`src/rtl/mem_port_arbiter.sv`:
```
// mem_port_arbiter: shares one memory port between instruction fetch and load/store, with sub-word store read-modify-write.
module mem_port_arbiter #(
  parameter int ADDR_W = 32,
  parameter int DATA_W = 32
) (
  input  logic              clk,
  input  logic              rst_n,
  input  logic              if_req_i,
  input  logic [ADDR_W-1:0] if_addr_i,
  output logic              if_done_o,
  output logic              if_err_o,
  output logic [DATA_W-1:0] if_rdata_o,
  input  logic              d_req_i,
  input  logic              d_we_i,
  input  logic [1:0]        d_size_i,
  input  logic [ADDR_W-1:0] d_addr_i,
  input  logic [DATA_W-1:0] d_wdata_i,
  output logic              d_done_o,
  output logic              d_err_o,
  output logic [DATA_W-1:0] d_rdata_o,
  output logic              mem_req_o,
  output logic              mem_we_o,
  output logic [ADDR_W-1:0] mem_addr_o,
  output logic [DATA_W-1:0] mem_wdata_o,
  input  logic              mem_ready_i,
  input  logic              mem_rvalid_i,
  input  logic [DATA_W-1:0] mem_rdata_i
);
  localparam logic [2:0] IDLE        = 3'd0;
  localparam logic [2:0] RD_REQ      = 3'd1;
  localparam logic [2:0] RD_WAIT     = 3'd2;
  localparam logic [2:0] WR_REQ      = 3'd3;
  localparam logic [2:0] RMW_RD_REQ  = 3'd4;
  localparam logic [2:0] RMW_RD_WAIT = 3'd5;
  localparam logic [2:0] RMW_WR_REQ  = 3'd6;
  localparam logic [2:0] ERR         = 3'd7;
  logic [2:0]        state_q, state_d;
  logic              own_d_q, own_d_d;
  logic              last_d_q, last_d_d;
  logic [1:0]        off_q, off_d;
  logic              half_q, half_d;
  logic [15:0]       wdata_q, wdata_d;
  logic              mem_we_q, mem_we_d;
  logic [ADDR_W-1:0] mem_addr_q, mem_addr_d;
  logic [DATA_W-1:0] mem_wdata_q, mem_wdata_d;
  logic              grant_d, d_mis, if_mis;
  logic              rd_fin, wr_fin, err_fin, fin;
  logic [DATA_W-1:0] merged;
  // round-robin: on a tie, the requester not granted last wins
  assign grant_d = d_req_i & (~if_req_i | ~last_d_q);
  assign d_mis   = (d_size_i == 2'b11) | ((d_size_i == 2'b01) & d_addr_i[0]) |
                   ((d_size_i == 2'b10) & |d_addr_i[1:0]);
  assign if_mis  = |if_addr_i[1:0];
  always_comb begin
    merged = mem_rdata_i;
    if (half_q) merged[{off_q[1], 4'b0000} +: 16] = wdata_q;
    else merged[{off_q, 3'b000} +: 8] = wdata_q[7:0];
  end
  always_comb begin
    state_d     = state_q;
    own_d_d     = own_d_q;
    last_d_d    = last_d_q;
    off_d       = off_q;
    half_d      = half_q;
    wdata_d     = wdata_q;
    mem_we_d    = mem_we_q;
    mem_addr_d  = mem_addr_q;
    mem_wdata_d = mem_wdata_q;
    case (state_q)
      IDLE: begin
        if (if_req_i | d_req_i) begin
          own_d_d  = grant_d;
          last_d_d = grant_d;
          mem_we_d = 1'b0;
          if (grant_d) begin
            off_d      = d_addr_i[1:0];
            half_d     = d_size_i[0];
            wdata_d    = d_wdata_i[15:0];
            mem_addr_d = {d_addr_i[ADDR_W-1:2], 2'b00};
            if (d_mis) state_d = ERR;
            else if (!d_we_i) state_d = RD_REQ;
            else if (d_size_i == 2'b10) begin
              state_d     = WR_REQ;
              mem_we_d    = 1'b1;
              mem_wdata_d = d_wdata_i;
            end else state_d = RMW_RD_REQ;
          end else begin
            off_d      = 2'b00;
            mem_addr_d = {if_addr_i[ADDR_W-1:2], 2'b00};
            state_d    = if_mis ? ERR : RD_REQ;
          end
        end
      end
      RD_REQ:      state_d = mem_ready_i ? RD_WAIT : RD_REQ;
      RD_WAIT:     state_d = mem_rvalid_i ? IDLE : RD_WAIT;
      WR_REQ: begin
        state_d  = mem_ready_i ? IDLE : WR_REQ;
        mem_we_d = ~mem_ready_i;
      end
      RMW_RD_REQ:  state_d = mem_ready_i ? RMW_RD_WAIT : RMW_RD_REQ;
      RMW_RD_WAIT: begin
        if (mem_rvalid_i) begin
          state_d     = RMW_WR_REQ;
          mem_we_d    = 1'b1;
          mem_wdata_d = merged;
        end
      end
      RMW_WR_REQ: begin
        state_d  = mem_ready_i ? IDLE : RMW_WR_REQ;
        mem_we_d = ~mem_ready_i;
      end
      default:     state_d = IDLE;
    endcase
  end
  always_ff @(posedge clk or negedge rst_n) begin
    if (!rst_n) begin
      state_q     <= IDLE;
      own_d_q     <= 1'b0;
      last_d_q    <= 1'b0;
      off_q       <= 2'b00;
      half_q      <= 1'b0;
      wdata_q     <= '0;
      mem_we_q    <= 1'b0;
      mem_addr_q  <= '0;
      mem_wdata_q <= '0;
    end else begin
      state_q     <= state_d;
      own_d_q     <= own_d_d;
      last_d_q    <= last_d_d;
      off_q       <= off_d;
      half_q      <= half_d;
      wdata_q     <= wdata_d;
      mem_we_q    <= mem_we_d;
      mem_addr_q  <= mem_addr_d;
      mem_wdata_q <= mem_wdata_d;
    end
  end
  assign mem_req_o   = state_q inside {RD_REQ, WR_REQ, RMW_RD_REQ, RMW_WR_REQ};
  assign mem_we_o    = mem_we_q;
  assign mem_addr_o  = mem_addr_q;
  assign mem_wdata_o = mem_wdata_q;
  assign rd_fin  = (state_q == RD_WAIT) & mem_rvalid_i;
  assign wr_fin  = ((state_q == WR_REQ) | (state_q == RMW_WR_REQ)) & mem_ready_i;
  assign err_fin = state_q == ERR;
  assign fin     = rd_fin | wr_fin | err_fin;
  assign if_done_o  = fin & ~own_d_q;
  assign d_done_o   = fin & own_d_q;
  assign if_err_o   = err_fin & ~own_d_q;
  assign d_err_o    = err_fin & own_d_q;
  assign if_rdata_o = (rd_fin & ~own_d_q) ? mem_rdata_i : '0;
  assign d_rdata_o  = (rd_fin & own_d_q) ? (mem_rdata_i >> {off_q, 3'b000}) : '0;
endmodule

```
`config.mk`:
```
export PLATFORM = sky130hd
export DESIGN_NAME = mem_port_arbiter
export DESIGN_NICKNAME = d
export VERILOG_FILES = /design/src/rtl/mem_port_arbiter.sv
export SDC_FILE = /design/constraint.sdc
export NUM_CORES = 1
export LEC_CHECK = 0
export BUFFER_PORTS_ARGS = -buffer_cell sky130_fd_sc_hd__buf_2
export CORE_MARGIN = 3
export CORE_UTILIZATION = 52
export DETAILED_ROUTE_END_ITERATION = 8
export GPL_ROUTABILITY_DRIVEN = 1
export PLACE_DENSITY = 0.88
export SETUP_SLACK_MARGIN = 0.4
export SYNTH_ARGS = -nofsm -noshare
export SYNTH_HDL_FRONTEND = slang
export SYNTH_SLANG_ARGS = --single-unit
```
`constraint.sdc`:
```
create_clock -name clk -period 7.2 [get_ports clk]
set_input_delay 0.36 -clock clk [delete_from_list [all_inputs] [get_ports clk]]
set_output_delay 0.36 -clock clk [all_outputs]
set_load 0.01 [all_outputs]
```
==> results.sh, run 1 <==
export IMPL_ant_nets=0
export IMPL_start_util=0.5388
export IMPL_place_gp_congestion=0.9062
export IMPL_placedCellCount=1000
export IMPL_ys_seq_elements=86
export IMPL_numPortBuffers=268
export IMPL_timing_setup_tns_ps=0
export IMPL_grt_overflow=0
export IMPL_cp_required_ps=6840
export IMPL_yosysWarnings=0
export IMPL_ys_async_sr_fraction=1.000
export IMPL_synthTopCellsByArea="dfrtp_1 (36%), mux2i_1 (10%), mux2_2 (6.8%)"
export IMPL_hold_viol_final=0
export IMPL_max_slew_margin_rel=0.3913
export IMPL_cap_viol_max_count=0
export IMPL_worstPathCellList="buf_4 -> inv_1 -> nand4_1 -> nor2_1 -> and2_1 -> buf_2"
export IMPL_synth_common_cells="dfrtp_1 (86), nand2_1 (71), mux2i_1 (62)"
export IMPL_yosysUniqueCellTypes=47
export IMPL_diodes=0
export IMPL_dpl_worst_slack_ps=4392
export IMPL_fmax_ghz=0.3054
export IMPL_drcViolationCount=0
export IMPL_period_minus_slack_ps=3274
export IMPL_powerDensity_nw_per_um2=369.5
export IMPL_fin_ws_ps=3926
export IMPL_grt_pass1_wl_microns=29480
export IMPL_fin_cells=1017
export IMPL_hp_class="input port to register"
export IMPL_die_x_microns=112.7
export IMPL_synthCells=633
export IMPL_numCtsBuffers=9
export IMPL_via_per_inst=5.843
export IMPL_track_usage=0.2917
export IMPL_hpwl_microns=14130
export IMPL_core_area_sq_um=10980
export IMPL_grt_pass1_vias=5670
export IMPL_cts_sinks=86
export IMPL_tightest_slew_ps=913.1
export IMPL_cpPeakStageDelay_ps=740
export IMPL_nets=1014
export IMPL_yosysTopAreaCell="dfrtp_1"
export IMPL_synth_edff_count=0
export IMPL_grt_setup_unrepaired="no"
export IMPL_postCtsSetupBuffers=0
export IMPL_cts_hold_fix_buffers=1
export IMPL_clkLatencyLatePin_ps=330
export IMPL_vias=5942
export IMPL_leakagePower_nw=3.826
export IMPL_vdd_drop_max_v=0.0002047
export IMPL_crit_arrival_ps=2910
export IMPL_clk_pin_slew_ps=70
export IMPL_start_kind="register"
export IMPL_grt_antenna_before_repair=0
export IMPL_synthFlopType="dfrtp_1"
export IMPL_clockBufferDepth=2
export IMPL_finalCritPeriodShare=0.4547
export IMPL_h_tree_depth=3
export IMPL_firstDrtPassIters=5
export IMPL_finalMaxSlewViolations=0
export IMPL_setup_violations=0
export IMPL_area_delta_synth_final_pct=28.86
export IMPL_wl_microns=19090
export IMPL_ys_seq_area_frac=0.3636
export IMPL_synth_area_per_cell_sq_um=9.349
export IMPL_status="completed"
export IMPL_netlist_area_sq_um=5918
export IMPL_grt_max_degree=68
export IMPL_cp_slowest_cell="nor2_1"
export IMPL_placementRows=38
export IMPL_end_kind="primary output"
export IMPL_synth_most_common_cell="dfrtp_1"
export IMPL_path_class="register to primary output"
export IMPL_netlist_area_leader_share=0.3636
export IMPL_fin_util=0.6944
export IMPL_root_buffer="clkbuf_16"
export IMPL_pin_count=271
export IMPL_cts_resized_gates=0
export IMPL_layout_drive_gt1_share=0.3843
export IMPL_die_area_sq_um=12700
export IMPL_cts_tree="done"
export IMPL_critPathMaxFanout=60
export IMPL_drt_initial_drc_count=568
export IMPL_wire_per_inst_microns=18.77
export IMPL_dieHeight_microns=112.7
export IMPL_finClkSkew_ps=6.832
## registers in the layout, indices dropped and copies added (netlist names)
name and cells:
mem_wdata_o 32, mem_addr_o 30, wdata_q 16, state_q 3, off_q 2, half_q 1
last_d_q 1, mem_we_o 1
## worst max-delay path: cells and delay by family, from the launching register on
family                 cells  cell delay, ps
buffers and inverters      3             730
flip-flops                 1             380
AND/OR/NAND/NOR            3            1430
## logic make-up (layout without fill, tap and decap cells)
logic type | count (synthesis) | in the layout | share of synthesized area
simple gates | 194 | 194 | 0.1641
flops | 86 | 86 | 0.3636
xor+xnor | 3 | 3 | 0.004441
buf+inv | 58 | 301 | 0.04334
other cells | 1 | 2 | 0.0006336
compound gates | 158 | 158 | 0.1829
fa+ha+maj | 5 | 5 | 0.01057
mux | 128 | 128 | 0.2304
## through the flow
step	area, sq um	power (mW)	hold slack (ps)
CTS	7626	2.821	269.7
global route	7626	3.016	272.4
finish	7626	2.818	276.5
global placement	7307	2.287	319.4
floorplan	5922	1.847	64.41
detailed placement	7307	2.330	323.6
## report_power, final
part | total, mW | leakage [nW] | switching [mW] | internal [mW]
sequential | 0.946 | 1.05 | 0.222 | 0.723
clock | 0.477 | 0.153 | 0.196 | 0.281
combinational | 1.39 | 2.63 | 0.764 | 0.631
total | 2.82 | 3.83 | 1.18 | 1.64
## area by class of cell
class	count	area (sq um)
inverters	6	22.52
multi-input cells	490	3536
clock buffers	10	239.0
well taps	140	175.2
repair buffers	279	1429
flip-flops and latches	86	2155
fillers	872	3357
clock inverters	6	70.07
## layer usage
layer	track usage	vias up	routed length, microns
met5	0	-	0
met4	0.1010	0	573
met3	0.08086	44	2029
met2	0.4992	349	9378
met1	0.3533	2791	7106
li1	-	2758	-
## final timing paths
path / start / depth (start not counted) / endpoint / slack (ps)
min in group asynchronous: rst_n / 2 / mem_addr_o[20] / 500
max: off_q[1] / 6 / d_rdata_o[26] / 3930
max reg2reg: off_q[1] / 8 / mem_wdata_o[23] / 4340
min reg2reg: mem_addr_o[6] / 2 / mem_addr_o[6] / 480
max in group asynchronous: rst_n / 3 / off_q[1] / 5610
min: d_wdata_i[4] / 2 / wdata_q[4] / 280
## placed cells by master (no fill, tap or decap), types with 16 or more instances in the layout
| cell type | count |
|---|---|
| a221o_1 | 16 |
| mux2_1 | 30 |
| buf_2 | 267 |
| a22o_1 | 16 |
| o221ai_1 | 16 |
| nor2_1 | 34 |
| nor2b_1 | 25 |
| a21oi_1 | 44 |
| mux2i_1 | 62 |
| o21ai_0 | 37 |
| and2_1 | 45 |
| nand2_1 | 71 |
| a211oi_1 | 16 |
| dfrtp_1 | 84 |
| mux2_2 | 36 |
No activity file was read; power rests on OpenSTA's default activity.
==> run 2: changes to the inputs <==
--- a/config.mk
+++ b/config.mk
@@ -7,10 +7,10 @@
 export LEC_CHECK = 0
 export BUFFER_PORTS_ARGS = -buffer_cell sky130_fd_sc_hd__buf_2
 export CORE_MARGIN = 3
-export CORE_UTILIZATION = 52
+export CORE_UTILIZATION = 43
 export DETAILED_ROUTE_END_ITERATION = 8
 export GPL_ROUTABILITY_DRIVEN = 1
-export PLACE_DENSITY = 0.88
+export PLACE_DENSITY = 0.77
 export SETUP_SLACK_MARGIN = 0.4
 export SYNTH_ARGS = -nofsm -noshare
 export SYNTH_HDL_FRONTEND = slang
==> constraint.sdc (replaced) <==
create_clock -name clk -period 3 [get_ports clk]
set_input_delay 0.15 -clock clk [delete_from_list [all_inputs] [get_ports clk]]
set_output_delay 0.15 -clock clk [all_outputs]
set_load 0.01 [all_outputs]
==> run 2 against run 1 <==
Register-to-register slack got worse by 3700 ps; combinational power increased by 140%; largest power group unchanged; first-iteration DRC count decreased by 18%; clock skew about the same; worst hold slack got worse by 220 ps; final cell count increased by 4.3%; power increased by 140%.
==> results.sh, run 2 (synthesis gave the netlist of run 1 again) <==
export IMPL_status="completed"
export IMPL_tightest_slew_ps=903.5
export IMPL_place_gp_congestion=0.8915
export IMPL_cts_tree="done"
export IMPL_die_x_microns=123.3
export IMPL_grt_max_degree=68
export IMPL_cap_viol_max_count=0
export IMPL_drcViolationCount=0
export IMPL_root_buffer="clkbuf_16"
export IMPL_setup_violations=0
export IMPL_nets=1022
export IMPL_clkLatencyLatePin_ps=340
export IMPL_crit_arrival_ps=2240
export IMPL_firstDrtPassIters=5
export IMPL_grt_overflow=0
export IMPL_cp_required_ps=2850
export IMPL_leakagePower_nw=3.855
export IMPL_start_util=0.4434
export IMPL_clk_pin_slew_ps=60
export IMPL_max_slew_margin_rel=0.3976
export IMPL_h_tree_depth=3
export IMPL_grt_pass1_vias=5489
export IMPL_layout_common_cells="buf_2 (267), dfrtp_1 (84), nand2_1 (71), mux2i_1 (62), and2_1 (45)"
export IMPL_diodes=0
export IMPL_final_common_cell="buf_2"
export IMPL_power_mw=6.732
export IMPL_wl_microns=20360
export IMPL_numCtsBuffers=9
export IMPL_largest_reg_flops=32
export IMPL_drt_initial_drc_count=467
export IMPL_area_delta_synth_final_pct=30.34
export IMPL_end_kind="primary output"
export IMPL_cts_sinks=86
export IMPL_critPathMaxFanout=12
export IMPL_start_kind="register"
export IMPL_dieHeight_microns=123.3
export IMPL_hold_viol_final=0
export IMPL_ant_nets=0
export IMPL_fmax_ghz=0.4176
export IMPL_die_area_sq_um=15210
export IMPL_track_usage=0.2597
export IMPL_grt_setup_unrepaired="no"
export IMPL_finalMaxSlewViolations=0
export IMPL_path_class="register to primary output"
export IMPL_clockBufferDepth=2
export IMPL_powerDensity_nw_per_um2=872.7
export IMPL_grt_pass1_wl_microns=29980
export IMPL_hp_class="input port to register"
export IMPL_vias=5965
export IMPL_fin_area_sq_um=7714
export IMPL_vdd_drop_max_v=0.0004158
export IMPL_via_per_inst=5.622
export IMPL_finalCritPeriodShare=0.7982
export IMPL_core_area_sq_um=13350
export IMPL_wire_per_inst_microns=19.19
export IMPL_hpwl_microns=15300
export IMPL_numPortBuffers=268
export IMPL_layout_drive_gt1_share=0.3876
export IMPL_finClkSkew_ps=7.101
export IMPL_pin_count=271
export IMPL_grt_antenna_before_repair=1
export IMPL_dpl_cell_area_sq_um=7425
export IMPL_placementRows=42
export IMPL_cts_resized_gates=0
export IMPL_timing_setup_tns_ps=0
export IMPL_period_minus_slack_ps=2395
==> run 2: cell types whose count changed in the layout (fill, tap and decap cells not counted), sizes merged <==
cell / previous run / this run
buf: 278 / 286
clkbuf: 10 / 13
bufinv: 1 / 0
clkinv: 4 / 3
inv: 7 / 6
==> run 2: worst paths after layout <==
check	from	endpoint	slack [ps]	depth (start not counted)
max reg2reg	state_q[0]	mem_wdata_o[25]	660	5
max	state_q[0]	d_rdata_o[31]	610	6
min in group asynchronous	rst_n	last_d_q	490	2
min	d_wdata_i[3]	wdata_q[3]	60	2
min reg2reg	mem_addr_o[31]	mem_addr_o[31]	470	2
max in group asynchronous	rst_n	mem_wdata_o[19]	1800	3
==> run 2: final cells by class <==
class,count,area [sq um]
Clock inverter,3,18.77
Clock buffer,13,260.3
Timing Repair Buffer,287,1501
Sequential cell,86,2155
Inverter,6,22.52
Tap cell,176,220.2
Multi-Input combinational cell,490,3536
Fill cell,1237,5634
==> run 2: worst max-delay path, stage by stage, from the launching register on <==
cell and delay, ps:
dfrtp_1 490, nor2_1 390, nand4_1 140, buf_4 210, nor2_1 320, and2_1 220
buf_2 140
==> run 2: metal layers <==
layer | track usage | wire [microns] | vias to the layer above
li1 | - | - | 2782
met1 | 0.3248 | 8156 | 2813
met2 | 0.4404 | 9749 | 330
met3 | 0.06404 | 2019 | 38
met4 | 0.08512 | 421 | 2
met5 | 0 | 13 | -
==> run 2: report_power, final <==
group	leakage, nW	switching (mW)	internal [mW]
Sequential	1.05	0.546	1.74
Clock	0.140	0.454	0.606
Combinational	2.67	1.84	1.55
==> run 2: what timing repair did <==
item,in CTS,in global routing
hold buffers,1,0
hold endpoints to repair,65,0
buffers inserted,0,0
endpoints found under the setup margin,0,0
==> run 2: per-stage QoR <==
step                  util  cells  hold WS, ps  setup slack [ps]
floorplan                -    634       -145.6             421.1
global placement    0.5562   1044        331.2             762.0
detailed placement  0.5562   1044        338.5             701.0
CTS                 0.5779   1061        43.52             635.4
global route        0.5779   1061        56.34             514.0
finish              0.5779   1061        58.59             605.4
